[src/rtl/stream_demux_pkg.sv]
// rtl/stream_demux_pkg.sv - shared constants, select type and legality helper for stream_demux6
package stream_demux_pkg;

    localparam int NUM_CH         = 6;
    localparam int SEL_W          = 3;
    localparam int DATA_W_DEFAULT = 4;

    typedef logic [SEL_W-1:0] ch_sel_t;

    // Codes at or above the channel count address no slot and are dropped
    function automatic logic sel_legal(input ch_sel_t sel);
        return int'(sel) < NUM_CH;
    endfunction

endpackage

[src/rtl/demux_slot.sv]
// rtl/demux_slot.sv - one-entry registered holding slot with valid/ready handshake
module demux_slot #(
    parameter int DATA_W = 4
) (
    input  logic              clk,
    input  logic              reset,
    input  logic              load,
    input  logic [DATA_W-1:0] load_data,
    output logic              valid,
    input  logic              ready,
    output logic [DATA_W-1:0] data,
    output logic              slot_ready
);

    logic              valid_q, valid_d;
    logic [DATA_W-1:0] data_q, data_d;

    // Slot can take a beat when empty or when its content leaves this cycle
    assign slot_ready = !valid_q || ready;

    // Next state: a load always leaves the slot full; otherwise a transfer empties it
    always_comb begin
        valid_d = load || (valid_q && !ready);
        data_d  = load ? load_data : data_q;
    end

    // State register; payload is kept while empty so consumers see a stable value
    always_ff @(posedge clk) begin
        if (reset) begin
            valid_q <= 1'b0;
            data_q  <= '0;
        end else begin
            valid_q <= valid_d;
            data_q  <= data_d;
        end
    end

    assign valid = valid_q;
    assign data  = data_q;

endmodule

[src/rtl/stream_demux6.sv]
// rtl/stream_demux6.sv - steers one input stream to six buffered channels, drops illegal selects
module stream_demux6
    import stream_demux_pkg::*;
#(
    parameter int DATA_W = DATA_W_DEFAULT,
    parameter int DROP_W = 8
) (
    input  logic                     clk,
    input  logic                     reset,
    input  logic                     in_valid,
    output logic                     in_ready,
    input  logic [SEL_W-1:0]         in_sel,
    input  logic [DATA_W-1:0]        in_data,
    output logic [NUM_CH-1:0]        out_valid,
    input  logic [NUM_CH-1:0]        out_ready,
    output logic [NUM_CH*DATA_W-1:0] out_data,
    output logic [DROP_W-1:0]        drop_count
);

    logic [NUM_CH-1:0] slot_ready;
    logic [NUM_CH-1:0] load;
    logic [DATA_W-1:0] slot_data [NUM_CH];
    logic              accept;
    logic [DROP_W-1:0] drop_q, drop_d;

    // Ready follows the addressed slot; illegal selects are always taken so they can be dropped
    always_comb begin
        in_ready = 1'b1;
        for (int k = 0; k < NUM_CH; k++) begin
            if (in_sel == ch_sel_t'(k)) begin
                in_ready = slot_ready[k];
            end
        end
    end

    assign accept = in_valid && in_ready;

    // One-hot load strobe toward the addressed slot
    always_comb begin
        load = '0;
        for (int k = 0; k < NUM_CH; k++) begin
            load[k] = accept && (in_sel == ch_sel_t'(k));
        end
    end

    // Drop counter next state: count accepted illegal beats, stick at all-ones
    always_comb begin
        drop_d = drop_q;
        if (accept && !sel_legal(in_sel) && (drop_q != '1)) begin
            drop_d = drop_q + 1'b1;
        end
    end

    // Drop counter register
    always_ff @(posedge clk) begin
        if (reset) begin
            drop_q <= '0;
        end else begin
            drop_q <= drop_d;
        end
    end

    assign drop_count = drop_q;

    for (genvar k = 0; k < NUM_CH; k++) begin : g_slot
        demux_slot #(
            .DATA_W (DATA_W)
        ) u_slot (
            .clk        (clk),
            .reset      (reset),
            .load       (load[k]),
            .load_data  (in_data),
            .valid      (out_valid[k]),
            .ready      (out_ready[k]),
            .data       (slot_data[k]),
            .slot_ready (slot_ready[k])
        );
        assign out_data[k*DATA_W +: DATA_W] = slot_data[k];
    end

endmodule

[config.mk]
export PLATFORM = sky130hd
export DESIGN_NAME = stream_demux6
export DESIGN_NICKNAME = d
export VERILOG_FILES = /design/src/rtl/stream_demux_pkg.sv /design/src/rtl/demux_slot.sv /design/src/rtl/stream_demux6.sv
export SDC_FILE = /design/constraint.sdc
export NUM_CORES = 1
export LEC_CHECK = 0
export ABC_AREA = 0
export BUFFER_PORTS_ARGS = -buffer_cell sky130_fd_sc_hd__buf_2
export CORE_UTILIZATION = 44
export CTS_CLUSTER_SIZE = 10
export DETAILED_ROUTE_END_ITERATION = 10
export PLACE_DENSITY_LB_ADDON = 0.08
export SLEW_MARGIN = 20
export SYNTH_ARGS = -nofsm -noshare
export SYNTH_HDL_FRONTEND = slang
export SYNTH_SLANG_ARGS = --single-unit
[constraint.sdc]
create_clock -name clk -period 1.6 [get_ports clk]
set_input_delay 0.32 -clock clk [delete_from_list [all_inputs] [get_ports clk]]
set_output_delay 0.32 -clock clk [all_outputs]
set_load 0.02 [all_outputs]
After elaboration in Yosys (flattened, before gate mapping)
Index checks and enable logic that the tools add are counted.
Cells by class
  muxes and demuxes: 6
  equal/unequal tests: 6
  add/subtract/negate cells: 1
  reductions and logical operators: 41
  $lt $le $gt $ge: 1
Operators by type and width (number)
  1-bit logical AND: 15
  1-bit zero test: 13
  1-bit logical OR: 12
  8-bit by 1-bit adder with 8-bit output (second input constant): 1
  8-bit inequality test (second input constant): 1
  3-bit by 2-bit equality test with 1-bit output (second input constant): 2
  3-bit equality test (second input constant): 2
  1-bit 2-to-1 mux: 6
  3-bit by 1-bit equality test with 1-bit output (second input constant): 1
  3-bit zero test: 1
  3-bit less-than comparator (second input constant): 1
Storage, ports and cells
  flip-flop bits (word level): 38
  word-level logic and storage cells: 68
  bits of input ports: 16
  output and inout bits: 39

Longest topological paths before layout
  word-level depth: 11
  mapped depth: 6
  gate-level depth less buffers: 5

Cells and area by module
Synthesis repeated with hierarchy kept, for this count alone.
Second synthesis, totals
  cells, all modules: 163
  area total of the unflattened synthesis: 1624.1 µm²
By module, submodules not included
  demux_slot: instances 6, sequential area each 100.1 µm², area an instance 181.4 µm², cells an instance 17
  stream_demux6: instances 1, sequential area each 160.2 µm², area an instance 535.5 µm², cells an instance 61

Worst setup path before layout
No wires, ideal clock.
  path kind: register -> register
  start point: reg drop_q[0], in the netlist drop_count[0]
  end point: reg drop_q[5], in the netlist drop_count[5]
  period minus slack after synthesis: 1.711 ns
  arrival time: 1.641 ns
  library setup time: 0.070 ns
  required time: 1.530 ns
  buffers on the path: 0
  cell stages (with the launch flop): 6
  path slack: -0.111 ns
  path through: dfxtp_1 ha_1 and3_1 a21o_4 or4_1 a21oi_1
On the way
  longest elaborated chain between the ends: 2
  elaborated cells on any way between the ends: 3
  classes of those cells: 1 x add/sub; 1 x eq/ne; 1 x reduce/logical
Ends and longest elaborated chain
  from (decl): line stream_demux6.sv:24  | logic [DROP_W-1:0] drop_q, drop_d;
  from (signal assigned): line stream_demux6.sv:59  | drop_q <= drop_d;
  branches (longest 2 deep; another with 8-bit by 1-bit adder with 8-bit output)
Parallel ways; which one is timed is not known.
A chain may end at the register's enable or synchronous reset.

Worst setup path in the final report
  start point: reg g_slot[1].u_slot.valid_q
  end point: out in_ready
On the way
  longest elaborated chain between the ends: 7
Ends and longest elaborated chain
  from (decl): line demux_slot.sv:15  | logic valid_q, valid_d;
  from (signal assigned): line demux_slot.sv:33  | valid_q <= valid_d;
  1-bit zero test: line demux_slot.sv:19  | assign slot_ready = !valid_q || ready;
  1-bit logical OR: line demux_slot.sv:19
  1-bit 2-to-1 mux (5 in a row): line stream_demux6.sv:30  | if (in_sel == ch_sel_t'(k)) begin
  to (decl): line stream_demux6.sv:11  | output logic in_ready,
Every way passes these cells.

==> summary.txt <==
Global routing
  • Initial antenna violation count: 0
  • Total global-route track usage: 19.89%
  • Maximum number of pins on one net before global-route repair: 24
  • Met2 Usage GRT: 33.64%
  • Busiest layer in global routing: met2
  • Global Route met3 Usage: 6.832%
  • GRT overflow: 0
  • GRT met1 Usage: 22.96%
  • First-pass GRT wire length: 5451 µm
  • Vias in the first global route: 1171

Yosys
  • EDFF count, synth: 0
  • Share of the synthesized area in the top cell type: 48.18%
  • Post-synthesis sequential area ratio: 48.18%
  • FFs w/ async S/R, synth: 0%
  • Synth area leader: dfxtp_1
  • Unique masters post-synth: 30
  • Most frequent cells after synthesis: dfxtp_1 (38), nor2_1 (33), mux2i_1 (25)
  • Most used DFF post-synth: dfxtp_1
  • Post-Syn Instances: 162
  • Most frequent cell after synthesis: dfxtp_1
  • Syn_area_per_cell: 9.747 µm²
  • Syn nets: 179
  • Largest cells by area after synthesis: dfxtp_1 (48%), mux2i_1 (16%), nor2_1 (7.8%)
  • Flops & latches, synth: 38
  • Warnings from Yosys: 0
  • Mapped Area: 1579 µm²

Worst hold path
  • Worst Hold Class: primary input to register
  • WHS Path Cells: 3

STA
  • Crit share post-route: 115.1%
  • Final Critical Period: 1842 ps
  • Fmax: 0.5428 GHz
  • Final setup fails: 1
  • Worst Skew: 10.19 ps
  • Final hold viol count: 0
  • Setup slack after layout: -242.3 ps
  • Unrepaired setup endpoints after global routing: yes
  • Slew at the pin with the worst max-slew slack: 484.9 ps
  • Rel. slew slack: 66.84%
  • Max Slew Vio Count: 0

Clock tree
  • Max H-tree Level: 2
  • Clk Latency, worst-skew pair: 350 ps
  • TritonCTS Buffers: 5
  • CTS tree: built
  • CTS Sinks: 38
  • Clock Pin Slew Worst Setup and Hold Paths: 120 ps
  • Clk buf depth: 2
  • Post-CTS Hold Buffers: 0
  • Clock root cell: clkbuf_4

Power
  • Pwr dens: 970.8 nW/µm²
  • Worst vdd ir: 0.6044 mV
  • Leak Pwr: 1.018 nW

Critical path
  • CP Capture Type: output pin
  • Worst setup path class: register to output pin
  • Startpoint types: register
  • Worst EP arrival: 1520 ps
  • Worst Reg-to-Reg Cells: 5
  • Critical Path RT: 1280 ps
  • Peak fanout along the critical path: 3

Die
  • Row cnt: 21
  • Die height: 61.91 µm
  • I/O pin cnt: 55
  • Starting Density: 46.59%
  • Die Footprint: 3832 µm²
  • CORE AREA: 3390 µm²
  • Die X: 61.91 µm

Place
  • Post-DP HPWL: 2589 µm
  • Port buffer count: 54
  • RePlAce Congestion: 0.8981
  • Place WS: -98.96 ps
  • Placed Area: 1912 µm²

Drt
  • Routed Antenna Nets: 0
  • Routed wire per std cell: 13.29 µm
  • DRC errors left: 0
  • Pre-antenna DRT Iters: 4
  • Vias per inst: 5.082
  • Final WL: 3548 µm
  • Vias: 1357
  • Initial drt markers: 42

Finish
  • Ant diodes: 0
  • Post-Layout Inst Area: 2052 µm²
  • Fin nets: 237
  • Area growth, synth to finish: 29.95%
  • Share of cells above drive strength 1: 38.91%
  • Filler cell count in the final layout: 318

Status
  • Status: complete, but fails checks
  • Violated checks: negative setup slack

Job
  • Max-Cap Viols: 0
placed cells by master, fill, tap and decap left out, drive strengths merged:
cell	n
o21ai	1
xnor2	2
inv	4
a21oi	10
nor2b	3
or3	1
mux4	1
a2111oi	1
xor2	1
and4	2
a21o	1
a211oi	1
nor2	33
mux2i	25
o31ai	2
nand3	5
nand2b	6
and4b	1
clkbuf	6
or4	2
ha	1
nand2	3
nand4	2
and3	1
dfxtp	38
mux2	2
bufinv	2
buf	64
power by group:
group | switching (mW) | internal, mW | leakage [nW] | total [mW]
Sequential | 0.0105 | 0.964 | 0.311 | 0.975
Clock | 0.327 | 0.529 | 0.0585 | 0.856
Combinational | 0.0949 | 0.0665 | 0.649 | 0.161
Total | 0.432 | 1.56 | 1.02 | 1.99
worst max-delay path: stages (launching register included):
cell	delay, ps
dfxtp_2	360
nand2b_4	60
mux4_2	450
nor2_1	100
a21oi_1	40
buf_4	150
per-layer routing:
metal,share of wire (%),wire [µm]
met3,5.0,179
met1,44,1573
met5,0,0
met4,2.1,73
met2,49,1721
final timing paths:
kind / startpoint / end / slack (ps)
setup reg to reg: drop_count[0] / drop_count[5] / 60
setup / recovery: g_slot[1].u_slot.valid / in_ready / -240
hold reg to reg: g_slot[3].u_slot.data[1] / g_slot[3].u_slot.data[1] / 500
hold / removal: out_ready[1] / g_slot[1].u_slot.valid / 260
repair_timing:
action,4_1_cts,5_1_grt
setup buffers,1,0
setup endpoints to repair,2,3
pin swaps,0,1
resized for setup,6,2
sequential cells by signal (all words and copies together) (netlist names):
signal               cells
drop_count               8
g_slot.u_slot.valid      6
g_slot.u_slot.data      24
metrics by stage:
step           instances  utilization [%]  total power, mW  setup TNS, ps  hold WS (ps)
6_report             267            60.54            1.992         -242.3         256.5
5_1_grt              267            60.54            2.063         -324.0         272.4
4_1_cts              267            60.21            2.007         -254.5         233.9
3_5_place_dp         258            56.40            1.152         -98.96         482.3
3_3_place_gp         258            56.40            1.149         -69.49         470.6
2_1_floorplan        162                -            1.091              0         463.9
area by class of cell:
class	count	area (µm²)	area share, %
Tap cell	46	57.56	2.805
Clock buffer	6	51.30	2.500
Multi-Input combinational cell	107	749.5	36.52
Clock inverter	2	60.06	2.927
Sequential cell	38	770.7	37.56
Timing Repair Buffer	64	347.8	16.95
Inverter	4	15.01	0.7317
cell families (layout without fill, tap and decap cells):
| kind of cell | after synthesis | count (layout) | synth area share (%) |
|---|---|---|---|
| multiplexers | 28 | 28 | 18.94 |
| flip-flops | 38 | 38 | 48.18 |
| XOR/XNOR | 3 | 3 | 1.664 |
| AND/OR/NAND/NOR | 59 | 59 | 18.31 |
| AO/OA/AOI/OAI | 16 | 16 | 6.418 |
| buffers and inverters | 17 | 76 | 5.704 |
| adder cells (fa/ha/maj) | 1 | 1 | 0.7923 |
No activity file was read; power rests on OpenSTA's default activity.
